$ cat src/rtl/spi_slave_responder.sv
// SPI slave responder: MOSI bytes to host, MISO bytes from a TX FIFO.
// Optional SPI_SLAVE_ECHO_EN: an empty FIFO echoes the last received byte.
module spi_slave_responder #(
  parameter int         FIFO_DEPTH = 4,
  parameter logic [7:0] IDLE_BYTE  = 8'hFF,
  parameter bit         CPOL       = 1'b0,
  parameter bit         CPHA       = 1'b0
) (
  input  logic       clk30,
  input  logic       rst,
  input  logic       sck,
  input  logic       mosi,
  input  logic       ss_n,
  output logic       miso,
  output logic       miso_oe,
  output logic [7:0] rx_data,
  output logic       rx_valid,
  input  logic [7:0] tx_data,
  input  logic       tx_valid,
  output logic       tx_ready,
  output logic       underrun,
  output logic       aborted,
  input  logic       clr_flags
);
  localparam int AW = $clog2(FIFO_DEPTH);
  localparam logic [AW:0] DEPTH = (AW+1)'(FIFO_DEPTH);

  typedef enum logic [1:0] {IDLE, LOAD, SHIFT} state_t;
  state_t state, state_n;

  logic [1:0] sck_q, mosi_q, ss_q;
  logic       sck_d, ss_d;
  logic       sck_s, mosi_s, ss_s;
  logic       lead, trail, sample_edge, shift_edge;
  logic       ss_fall, ss_rise;

  logic [3:0] bitcnt;
  logic [7:0] shift_tx;
  logic [6:0] shift_rx;
  logic [7:0] load_byte;
  logic       pop_req, do_sample, do_shift, go_idle;
  logic       set_under, set_abort;

  logic [7:0]    mem [FIFO_DEPTH];
  logic [AW-1:0] wptr, rptr;
  logic [AW:0]   count, count_n;
  logic          push, pop, empty;

  assign sck_s  = sck_q[1];
  assign mosi_s = mosi_q[1];
  assign ss_s   = ss_q[1];

  always_ff @(posedge clk30 or negedge rst) begin
    if (!rst) begin
      sck_q  <= {2{CPOL}};
      mosi_q <= 2'b00;
      ss_q   <= 2'b11;
      sck_d  <= CPOL;
      ss_d   <= 1'b1;
    end else begin
      sck_q  <= {sck_q[0], sck};
      mosi_q <= {mosi_q[0], mosi};
      ss_q   <= {ss_q[0], ss_n};
      sck_d  <= sck_s;
      ss_d   <= ss_s;
    end
  end

  assign lead        = (sck_s != CPOL) && (sck_d == CPOL);
  assign trail       = (sck_s == CPOL) && (sck_d != CPOL);
  assign sample_edge = CPHA ? trail : lead;
  assign shift_edge  = CPHA ? lead : trail;
  assign ss_fall     = !ss_s && ss_d;
  assign ss_rise     = ss_s && !ss_d;
  assign miso_oe     = ~ss_s;

  always_ff @(posedge clk30 or negedge rst) begin
    if (!rst) state <= IDLE;
    else      state <= state_n;
  end

  always_comb begin
    state_n   = state;
    pop_req   = 1'b0;
    do_sample = 1'b0;
    do_shift  = 1'b0;
    go_idle   = 1'b0;
    if (ss_rise) begin
      state_n = IDLE;
      go_idle = 1'b1;
    end else begin
      unique case (state)
        IDLE: if (ss_fall) state_n = LOAD;
        LOAD: begin
          pop_req = 1'b1;
          state_n = SHIFT;
        end
        SHIFT: begin
          if (sample_edge) begin
            do_sample = 1'b1;
            if (CPHA && bitcnt == 4'd7) state_n = LOAD;
          end
          if (shift_edge) begin
            if (!CPHA && bitcnt == 4'd8) state_n = LOAD;
            else                         do_shift = 1'b1;
          end
        end
        default: state_n = IDLE;
      endcase
    end
  end

  assign empty = (count == '0);
  assign pop   = pop_req && !empty;
  assign push  = tx_valid && (tx_ready || pop);

`ifdef SPI_SLAVE_ECHO_EN
  logic have_rx;
  assign set_under = 1'b0;
  always_comb begin
    load_byte = mem[rptr];
    if (empty) load_byte = have_rx ? rx_data : IDLE_BYTE;
  end
  always_ff @(posedge clk30 or negedge rst) begin
    if (!rst)                            have_rx <= 1'b0;
    else if (do_sample && bitcnt == 4'd7) have_rx <= 1'b1;
  end
`else
  assign set_under = pop_req && empty;
  always_comb begin
    load_byte = mem[rptr];
    if (empty) load_byte = IDLE_BYTE;
  end
`endif

  // A partial byte at deselect counts as an abort; 0 or 8 bits is clean.
  assign set_abort = go_idle && bitcnt != 4'd0 && bitcnt != 4'd8;

  always_ff @(posedge clk30 or negedge rst) begin
    if (!rst) begin
      miso     <= 1'b1;
      bitcnt   <= 4'd0;
      shift_tx <= IDLE_BYTE;
      shift_rx <= 7'd0;
      rx_data  <= 8'd0;
      rx_valid <= 1'b0;
      underrun <= 1'b0;
      aborted  <= 1'b0;
    end else begin
      rx_valid <= 1'b0;
      if (go_idle) begin
        miso   <= 1'b1;
        bitcnt <= 4'd0;
      end
      if (pop_req) begin
        shift_tx <= load_byte;
        bitcnt   <= 4'd0;
        if (!CPHA) miso <= load_byte[7];
      end
      if (do_sample) begin
        shift_rx <= {shift_rx[5:0], mosi_s};
        bitcnt   <= bitcnt + 4'd1;
        if (bitcnt == 4'd7) begin
          rx_data  <= {shift_rx, mosi_s};
          rx_valid <= 1'b1;
        end
      end
      if (do_shift) begin
        miso     <= CPHA ? shift_tx[7] : shift_tx[6];
        shift_tx <= {shift_tx[6:0], 1'b0};
      end
      underrun <= set_under | (underrun & ~clr_flags);
      aborted  <= set_abort | (aborted & ~clr_flags);
    end
  end

  always_ff @(posedge clk30) begin
    if (push) mem[wptr] <= tx_data;
  end

  assign count_n = count + (AW+1)'(push) - (AW+1)'(pop);

  always_ff @(posedge clk30 or negedge rst) begin
    if (!rst) begin
      wptr     <= '0;
      rptr     <= '0;
      count    <= '0;
      tx_ready <= 1'b1;
    end else begin
      if (push) wptr <= wptr + 1'b1;
      if (pop)  rptr <= rptr + 1'b1;
      count    <= count_n;
      tx_ready <= (count_n < DEPTH);
    end
  end
endmodule
$ cat config.mk
export PLATFORM = sky130hd
export DESIGN_NAME = spi_slave_responder
export DESIGN_NICKNAME = d
export VERILOG_FILES = /design/src/rtl/spi_slave_responder.sv
export SDC_FILE = /design/constraint.sdc
export NUM_CORES = 1
export LEC_CHECK = 0
export ABC_AREA = 1
export CAP_MARGIN = 15
export CELL_PAD_IN_SITES_DETAIL_PLACEMENT = 1
export CELL_PAD_IN_SITES_GLOBAL_PLACEMENT = 1
export CORE_MARGIN = 5
export CORE_UTILIZATION = 25
export DETAILED_ROUTE_END_ITERATION = 12
export DONT_BUFFER_PORTS = 1
export GPL_TIMING_DRIVEN = 0
export PLACE_DENSITY_LB_ADDON = 0.1
export SLEW_MARGIN = 10
export SYNTH_ARGS = -nofsm -noshare
export SYNTH_HDL_FRONTEND = slang
export SYNTH_SLANG_ARGS = --single-unit
export TNS_END_PERCENT = 10
$ cat constraint.sdc
create_clock -name clk30 -period 4.6 [get_ports clk30]
set_input_delay 0.69 -clock clk30 [delete_from_list [all_inputs] [get_ports clk30]]
set_output_delay 0.69 -clock clk30 [all_outputs]
set_load 0.01 [all_outputs]
---- After elaboration in Yosys (flattened, before gate mapping) ----
Memory sizes are Yosys's and may differ from the RTL's.
Index checks and enable logic that the tools add are counted.
storage, ports and cells
  register bits after elaboration ......... 48
  RAM bits ................................ 32
  bits of input ports ..................... 15
  output and inout bits ................... 14
  logic and storage cells ................. 90
  memories ................................ 1
memory list
  memory  words  bits a word  read ports  clocked after Yosys merged registers in  wr ports  line  text
  mem     4      8            1           0                                        1         44    logic [7:0] mem [FIFO_DEPTH];
operators by class
  $add $sub $neg .......................... 5
  order comparisons ....................... 1
  eq/ne operators ......................... 8
  muxes and demuxes ....................... 28
  bitwise operators ....................... 8
  reductions and logical operators ........ 21
operators with widths
  kind                 count
  $mux 1               17
  $mux 7               2
  $mux 4               3
  $logic_and 1x1->1    9
  $ne 3x3->1 const B   3
  $mux 2               4
  $mux 8               1
  $pmux 2 s3           1
  $reduce_bool 3->1    2
  $add 2x1->2 const B  2
  $add 4x1->4 const B  1
  $eq 4x3->1 const B   1
  $eq 4x4->1 const B   1
  $ne 4x4->1 const B   1
  $not 1->1            4
  $reduce_bool 4->1    1
  $add 3x1->3          1
  $logic_not 1->1      3
  $logic_not 3->1      1
  $lt 3x3->1 const B   1
  $reduce_and 3->1     1
  $sub 3x1->3          1
  $and 1x1->1          2
  $eq 2x1->1 const B   1
  6 further kinds      7

---- Logic depth before layout (Yosys ltp) ----
Gate-level depths: netlist of the first run.
  depth after elaboration ................. 9
  depth in mapped cells ................... 12
  mapped depth without buffers ............ 12

---- Worst setup path before layout of the first run ----
No wires, ideal clock.
  kind .................................... register -> register
  from .................................... reg ss_d
  to ...................................... reg count[2]
  library setup time ...................... 0.121 ns
  data arrival time ....................... 2.312 ns
  data required time ...................... 4.479 ns
  slack ................................... 2.167 ns
  cell stages (with the launch flop) ...... 13
  buffers on the path ..................... 0
  period minus slack after synthesis ...... 2.433 ns
  cells stage by stage .................... dfstp_2 > inv_1 > ha_1 > inv_1 > nand2_2 > nor2_4 > o21ai_4 > ha_1 > inv_1 > ha_1 > fa_1 > xor2_1 > inv_1
between the ends
  cells in the longest elaborated chain, start to end .. 8
ends and longest elaborated chain
  element                 line  text
  from (decl)             32    logic sck_d, ss_d;
  from (signal assigned)  65    ss_d <= ss_s;
  $logic_not 1->1 *       74    assign ss_rise = ss_s && !ss_d;
  $logic_and 1x1->1 *     74
  $mux 1 *                88    if (ss_rise) begin
  $logic_and 1x1->1 *     114   assign pop = pop_req && !empty;
  net pop                 47    logic push, pop, empty;
  $logic_or 1x1->1        115   assign push = tx_valid && (tx_ready || pop);
  $logic_and 1x1->1       115
  $add 3x1->3             181   assign count_n = count + (AW+1)'(push) - (AW+1)'(pop);
  $sub 3x1->3 *           181
  net count_n[2]          46    logic [AW:0] count, count_n;
  to (signal assigned)    192   count <= count_n;
  to (decl)               46
The timed path passes the listed nets; every way through them passes the cells marked *.
A chain may end at the register's enable or synchronous reset.

---- Final worst setup path of the first run ----
Ends and elaborated chain as after synthesis.

==> results.txt, run 1 <==
The pin count of the biggest net entering global routing is 49, and the final worst-path setup slack is 1.82 ns. The initial antenna violation count came out at 0. For this run, the register share of the synthesized area comes to 63.6%. For the power consumption, the log shows 2.35 mW. The critical path is of the reg -> reg type. For the upper clock frequency limit, the log shows 0.360 GHz. TritonCTS built the clock tree.

Data on the critical path is required at its endpoint by 4.82 ns. The global-route met3 utilization was 4.59%; the worst IR drop on VDD was 195 uV. The count of endpoints failing hold in the final timing report is 0.

The critical path goes through inv_1, ha_1, inv_1, nand2_2, nor2_4, o21ai_4, ha_1, inv_1, ha_1, fa_1, xor2_1, inv_1. On the critical path, the stage with the largest delay is an instance of sky130_fd_sc_hd__dfstp_2. After detailed routing, the number of remaining DRC violations is 0. The tools report the number of iterations in the first detailed-routing pass as 4.

The synthesized design contains 80 register bits. CTS placed an instance of sky130_fd_sc_hd__clkbuf_16 at the clock tree root. The tools report the clock skew as 0.0122 ns. The area growth from synthesis to layout is 15.1%.

The largest single stage delay on the critical path is 0.51 ns. After clock tree synthesis, the clock-pin slew on the worst setup and hold paths is 0.06 ns. The height of the die was 127 um; the share of post-route cells with drive strength above 1 was 14.7%.

Cells fill 29.5% of the core in the end. Setup repair after global routing left no endpoint under its margin. During synthesis, Yosys emitted a total of 0 warnings. Number of buffers and inverters on the critical path: 4. The total half-perimeter wirelength after legalization and detailed placement is 5.19 mm, and the count of buffers from port buffering is 0.

Summed over all cells, the static leakage comes to 1.74 nW. The tools report the net total in the final layout as 366. The number of antenna diodes in the final layout is 0.

The share of the clock period used by the worst path after layout was 60.3%. The detail route stage leaves a number of antenna-violating nets equal to 0. 29 I/O pins were placed.

The tools report the final global-route overflow total as 0. The number of nets handed over by synthesis was 355. The tools report the routability congestion estimate as 0.696.

The aggregate routed wire length is 7.58 mm. The initial core utilization was 25.6%; the power per cell area was 597 mW/mm2. The max-slew violation count came out at 0. The detailed-route vias per instance is 4.08, and the final standard cell count with taps included and fillers excluded is 522. The run gives 10.2% as the all-layer global routing usage. In this run the standard cell core region covers 0.0133 mm2.

The run gives 13.0% as the global-route track usage on met1. By count the netlist is led by sky130_fd_sc_hd__nand2_1 (83), sky130_fd_sc_hd__inv_1 (41), sky130_fd_sc_hd__dfrtp_1 (36), sky130_fd_sc_hd__nor2_1 (33). The most prevalent standard cell on the critical path is sky130_fd_sc_hd__inv_1.

For the die footprint, the log shows 0.0161 mm2. Across the run, the number of max-cap violations was 0. The primary flip-flop cell chosen by synthesis mapping is sky130_fd_sc_hd__dfrtp_1.

At the pin with the least slew margin, the transition time is 0.903 ns. The tools report the number of hold-repair buffers added at the cts stage as 0. The flow ran to the end, and the final reports show no timing, DRC or antenna violations. Buffers added to address setup during post-CTS repair amount to 0. The number of global-route vias before repair came out at 2,267. Area share of the largest cell type after synthesis: 28.1%.

By area the synthesized netlist is led by sky130_fd_sc_hd__edfxtp_1 (28%), sky130_fd_sc_hd__dfrtp_1 (26%), sky130_fd_sc_hd__dfstp_2 (9.2%). The layer flagged by global routing as most heavily used is met2. In this run the core area contains 42 standard-cell rows. The async set-or-reset flop fraction in the synthesized netlist is 60.0%, and the number of cells after detailed placement is 506. The number of flops mapped to enable cells by yosys works out to 32. The post-cts repair resize count is 0. The first global-routing pass estimated 12.4 mm of wire. Measured against its own limit, the worst slew margin works out to 39.6%. Measured along the x axis, the die boundary spans 127 um. The distinct cell type count of the synthesized netlist came out at 31. The min-delay analysis places its worst path in the category in -> async.

Time the worst path needs with I/O delays and setup: 2.78 ns. In the final timing run, aggregate negative setup slack is 0 ns. The detailed router placed 2,131 vias in this run.

The clock buffer count from CTS was 9. The count of mapped cells out of synthesis was 330. Category of the worst setup path capture point: a flop. Along the worst path, the maximum fanout reaches 9. The number of levels in the clock H-tree is 3, and the pre-CTS setup slack is 1.81 ns. In this run, the number of DRC markers left after iteration 0 of detailed routing was 88. The routed wire length per instance came out at 14.5 um.

The kind of start point of the critical path is a flop. In the global route stage, met2 resource usage came out at 15.3%. Leading area contributor after synthesis: sky130_fd_sc_hd__edfxtp_1. Setup violations remaining at the end of the flow were counted as 0. Among all cell types in the netlist, the one instantiated most often is sky130_fd_sc_hd__nand2_1. The post-synthesis cell area is 0.00342 mm2. The run gives 2 as the number of buffers on the longest clock path.

Family with the most delay on the worst path: adder cells. STA puts the critical path data arrival time at 3.00 ns. Average instance area after synthesis: 10.4 um2. Clock network latency to the later pin of the worst-skew pair: 0.34 ns. For the clock sink count, the log shows 80.
-- placed cells by master (no fill, tap or decap) --
cell type,instances
sky130_fd_sc_hd__clkinv_1,1
sky130_fd_sc_hd__o211ai_1,1
sky130_fd_sc_hd__edfxtp_1,32
sky130_fd_sc_hd__nor2_1,33
sky130_fd_sc_hd__dfrtp_1,36
sky130_fd_sc_hd__buf_6,1
sky130_fd_sc_hd__clkbuf_16,9
sky130_fd_sc_hd__fa_1,1
sky130_fd_sc_hd__dfstp_2,12
sky130_fd_sc_hd__nand2_4,1
sky130_fd_sc_hd__a21oi_1,1
sky130_fd_sc_hd__clkinv_4,1
sky130_fd_sc_hd__xor2_1,4
sky130_fd_sc_hd__clkinvlp_2,2
sky130_fd_sc_hd__inv_6,2
sky130_fd_sc_hd__o21ai_2,7
sky130_fd_sc_hd__buf_2,4
sky130_fd_sc_hd__nand3_4,1
sky130_fd_sc_hd__ha_1,9
sky130_fd_sc_hd__o22ai_1,1
sky130_fd_sc_hd__inv_1,41
sky130_fd_sc_hd__buf_4,1
sky130_fd_sc_hd__bufinv_16,1
sky130_fd_sc_hd__nor2_2,1
sky130_fd_sc_hd__o21ai_4,1
sky130_fd_sc_hd__nand2_1,83
sky130_fd_sc_hd__nand3_2,1
sky130_fd_sc_hd__nor2_4,2
sky130_fd_sc_hd__a21boi_0,2
sky130_fd_sc_hd__clkbuf_1,2
sky130_fd_sc_hd__clkinv_2,1
sky130_fd_sc_hd__nand2_2,1
sky130_fd_sc_hd__nor3_1,1
sky130_fd_sc_hd__nand3_1,32
sky130_fd_sc_hd__or2_2,2
sky130_fd_sc_hd__o21ai_0,15
-- where the power goes --
| group | leakage, nW | switching (mW) | internal [mW] |
|---|---|---|---|
| Clock | 0.140 | 0.297 | 0.423 |
| Sequential | 0.888 | 0.0739 | 0.928 |
| Combinational | 0.717 | 0.426 | 0.206 |
-- metrics by stage --
step           instance area (um2)  hold WS (ns)
2_1_floorplan                 3420         0.331
3_3_place_gp                  3640         0.335
3_5_place_dp                  3640         0.336
4_1_cts                       3940        0.0172
5_1_grt                       3940        0.0177
6_report                      3940        0.0426
-- registers in the layout, indices dropped and copies added, names as in the netlist, 2 cells and up --
name / count
bitcnt: 4
rx_data: 8
mem: 32
shift_tx: 7
mosi_q: 2
shift_rx: 7
rptr: 2
count: 3
state: 2
ss_q: 2
sck_q: 2
wptr: 2
-- routing by layer --
| layer | wire, um | share of wire, % |
|---|---|---|
| met1 | 3550 | 47 |
| met2 | 3500 | 46 |
| met3 | 432 | 5.7 |
| met4 | 102 | 1.3 |
| met5 | 0 | 0 |
-- final cells by class --
| cell class | instances | area, um2 |
|---|---|---|
| buffer | 7 | 42.5 |
| clock buffer | 10 | 229 |
| clock inverter | 6 | 66.3 |
| fill | 1528 | 9410 |
| inverter | 43 | 163 |
| multi-input combinational | 200 | 1040 |
| sequential | 80 | 2180 |
| tap | 176 | 220 |
-- path summary, 6_finish.rpt --
path / startpoint / slack (ns) / to / cells after the start
max: ss_d$_DFF_PN1_ / 1.82 / count[2]$_DFF_PN0_ / 12
min: rst / 0.04 / rptr[0]$_DFFE_PN0N_ / 0
max reg2reg: ss_d$_DFF_PN1_ / 1.82 / count[2]$_DFF_PN0_ / 12
min reg2reg: mosi_q[0]$_DFF_PN0_ / 0.35 / mosi_q[1]$_DFF_PN0_ / 0
max in group asynchronous: rst / 4.37 / tx_ready$_DFF_PN1_ / 0
min in group clk30: ss_n / 0.35 / ss_q[0]$_DFF_PN1_ / 0
-- logic make-up after synthesis --
kind of cell    count (synthesis)  share of synthesized area, %
simple gates                  158                          20.1
buf+inv                        50                          5.99
xor+xnor                        4                          1.02
compound gates                 28                          5.45
fa+ha+maj                      10                          3.87
flops                          80                          63.6
Note: power is estimated with default switching activity, not from simulation.
==> run 2, diff against run 1 <==
clock period = 2.8 ns   (was 4.6 ns; I/O delays follow)
==> run 2 against run 1 <==
  * Register-to-register slack got worse by 1.6 ns
  * Utilization up 0.39 points
  * Non-clock buffer count increased by 3
  * Sequential share of layout area is 0.73 points lower
  * Hold slack improved by 0.036 ns
  * Combinational power increased by 69%
  * Critical path depth down 1
  * Fmax is 7.7% higher
  * Largest cell class unchanged
  * Highest routed layer unchanged
==> results.txt, run 2 (synthesized netlist as in run 1, its figures left out) <==
The flow ran to the end, and the final reports show no timing, DRC or antenna violations. Critical path class: reg -> reg. The worst setup path is captured at a flop. The run gives 319 uV (+64%) as the worst IR drop on VDD. The most common cell after layout, fill and taps aside is sky130_fd_sc_hd__nand2_1. The logs give 0 (unchanged) for the initial antenna violation count and 0 (unchanged) for the final global-route overflow total.

For the number of levels in the clock H-tree, the log shows 3 (unchanged). The number of max-cap violations is 0 (unchanged), and the final core utilization is 29.9% (+0.39 points). The met2 routing resource usage after global routing was 15.3% (-0.062 points); the routed wire length per instance was 14.6 um (+0.35%). The logs give 39.3% (-0.24 points) for the relative max-transition margin and 2,278 (+0.49%) for the number of global-route vias before repair.

The overall die width was 127 um (unchanged). The type of the most critical hold path is in -> reg. The maximum fanout encountered on the critical timing path is 9 (unchanged).

The number of ports placed on the die boundary was 29 (unchanged); the initial core utilization was 25.6% (unchanged). The clock network latency to the later pin of the worst-skew pair is 0.34 ns (about the same), and the clock input transition at the sequential cells of the worst setup and hold paths is 0.06 ns (about the same). The final worst-path setup slack came out at 0.221 ns (-1.60 ns). The start point of the worst hold path is ss_n.

The routability congestion estimate is 0.696 (unchanged). The run gives 7.65 mm (+0.92%) as the aggregate routed wire length. The top cell types in the final layout, fill and taps aside, are sky130_fd_sc_hd__nand2_1 (83), sky130_fd_sc_hd__inv_1 (41), sky130_fd_sc_hd__dfrtp_1 (36). The net total in the final layout was 369 (+0.82%). The time the worst path needs with I/O delays and setup is 2.58 ns (-0.197 ns).

The die footprint is 0.0161 mm2 (unchanged). TritonCTS built the clock tree. The startpoint of the lowest-slack register-to-register path was ss_q[1]$_DFF_PN1_. After global routing, the most crowded layer is met2. Setup repair after global routing left no endpoint under its margin. The total half-perimeter wirelength after legalization and detailed placement is 5.19 mm (unchanged), and the share of the clock period used by the worst path after layout is 92.1% (+32 points).

The power consumption was 3.90 mW (+66%); the clock sink count was 80 (unchanged). Critical path data arrival time: 2.80 ns (-0.20 ns). The number of flip-flops in the largest register came out at 32 (unchanged).

The final standard cell count with taps included and fillers excluded is 525 (+0.57%). For the required time of the worst setup path, the log shows 3.02 ns (-1.80 ns). The worst setup path is launched from a flop. The power per cell area is 976 mW/mm2 (+63%), and the antenna cell count is 0 (unchanged). The tools report the remaining antenna violation count as 0 (unchanged). For the number of iterations in the first detailed-routing pass, the log shows 4 (unchanged). The detailed-route vias per instance came out at 4.11 (+0.60%).

The run gives 12.5 mm (+0.95%) as the first-pass GRT wire length. Layout-stage area growth over the synthesis result: 16.6%. The run gives 4.47% (-0.13 points) as the global-route met3 utilization. Reported leakage power: 1.77 nW (+1.5%). The DRC marker count from the first detailed-route iteration was 98 (+11%).

mem holds more flip-flops than any other register. The upper clock frequency limit is 0.388 GHz (+7.7%). The logs give 2 (unchanged) for the number of buffers on the longest clock path and 13.3% (+0.34 points) for the global-route track usage on met1.

The count of endpoints failing hold in the final timing report was 0 (unchanged). The largest registers in the layout are mem (32), rx_data (8). The share of post-route cells with drive strength above 1 came out at 15.5% (+0.73 points). Row count: 42 (unchanged). In this run the worst setup path begins at ss_q[1]$_DFF_PN1_.

The tree is rooted in a sky130_fd_sc_hd__clkbuf_16. The clock skew was 0.00927 ns (-0.00292 ns). The pre-CTS setup slack is 0.0101 ns (-1.80 ns).

The max-slew violation count was 0 (unchanged). The tools report the number of vias in the routed layout as 2,156 (+1.2%). The count of buffers from port buffering is 0 (unchanged), and the height of the die is 127 um (unchanged).

The clock buffer count from CTS is 9 (unchanged), and the number of design rule violations left after detail routing is 0 (unchanged). For the number of setup violations in the final report, the log shows 0 (unchanged). The accumulated negative setup slack came out at 0 ns (unchanged). Floorplan core area: 0.0133 mm2 (unchanged). All-layer global routing usage: 10.2% (+0.071 points).

The measured slew at the worst slew-check pin is 0.907 ns (+0.00362 ns). For the number of cells after detailed placement, the log shows 506 (unchanged). Pin count of the biggest net entering global routing: 49 (unchanged).
==> run 2: final cells by class <==
class	count	area, um2
fill	1528	9360
sequential	80	2180
multi-input combinational	200	1050
clock buffer	10	229
tap	176	220
inverter	43	163
clock inverter	6	66.3
timing repair buffer	3	45.0
buffer	7	42.5
==> run 2: worst max-delay path, cell delays in order, from the launching register on <==
cell,delay (ns)
sky130_fd_sc_hd__dfstp_2,0.55
sky130_fd_sc_hd__ha_2,0.26
sky130_fd_sc_hd__inv_1,0.09
sky130_fd_sc_hd__nand2_4,0.15
sky130_fd_sc_hd__nor2_4,0.06
sky130_fd_sc_hd__buf_4,0.15
sky130_fd_sc_hd__ha_1,0.27
sky130_fd_sc_hd__inv_1,0.04
sky130_fd_sc_hd__ha_1,0.18
sky130_fd_sc_hd__fa_1,0.37
sky130_fd_sc_hd__xor2_1,0.24
sky130_fd_sc_hd__inv_1,0.07
==> run 2: metal layers <==
layer | routed length, um | vias to the layer above
met2 | 3480 | 30
li1 | - | 1084
met5 | 0 | -
met1 | 3670 | 1032
met4 | 114 | 0
met3 | 381 | 10
==> run 2: report_power, final <==
part	internal, mW	switching (mW)
combinational	0.350	0.719
sequential	1.53	0.122
clock	0.694	0.485
==> run 2: path summary, 6_finish.rpt <==
kind,to,slack (ns),cells after the start
setup / recovery,count[2]$_DFF_PN0_,0.22,11
hold / removal,ss_q[0]$_DFF_PN1_,0.08,0
setup reg to reg,count[2]$_DFF_PN0_,0.22,11
hold reg to reg,mosi_q[1]$_DFF_PN0_,0.35,0
max in group asynchronous,tx_ready$_DFF_PN1_,1.90,2
min in group asynchronous,rptr[1]$_DFFE_PN0N_,0.61,2
==> run 2: timing repair <==
item | 4_1_cts | 5_1_grt
endpoints found under the setup margin | 1 | 1
hold buffers | 2 | 0
hold endpoints to repair | 48 | 0
setup buffers | 1 | 0
gates resized for setup | 0 | 2
pin swaps | 1 | 0
==> run 2: through the flow <==
stage	hold WS, ns	area (um2)
floorplan	0.124	3420
global placement	0.128	3640
detailed placement	0.127	3640
CTS	0.0562	3980
global route	0.0527	3990
finish	0.0787	3990
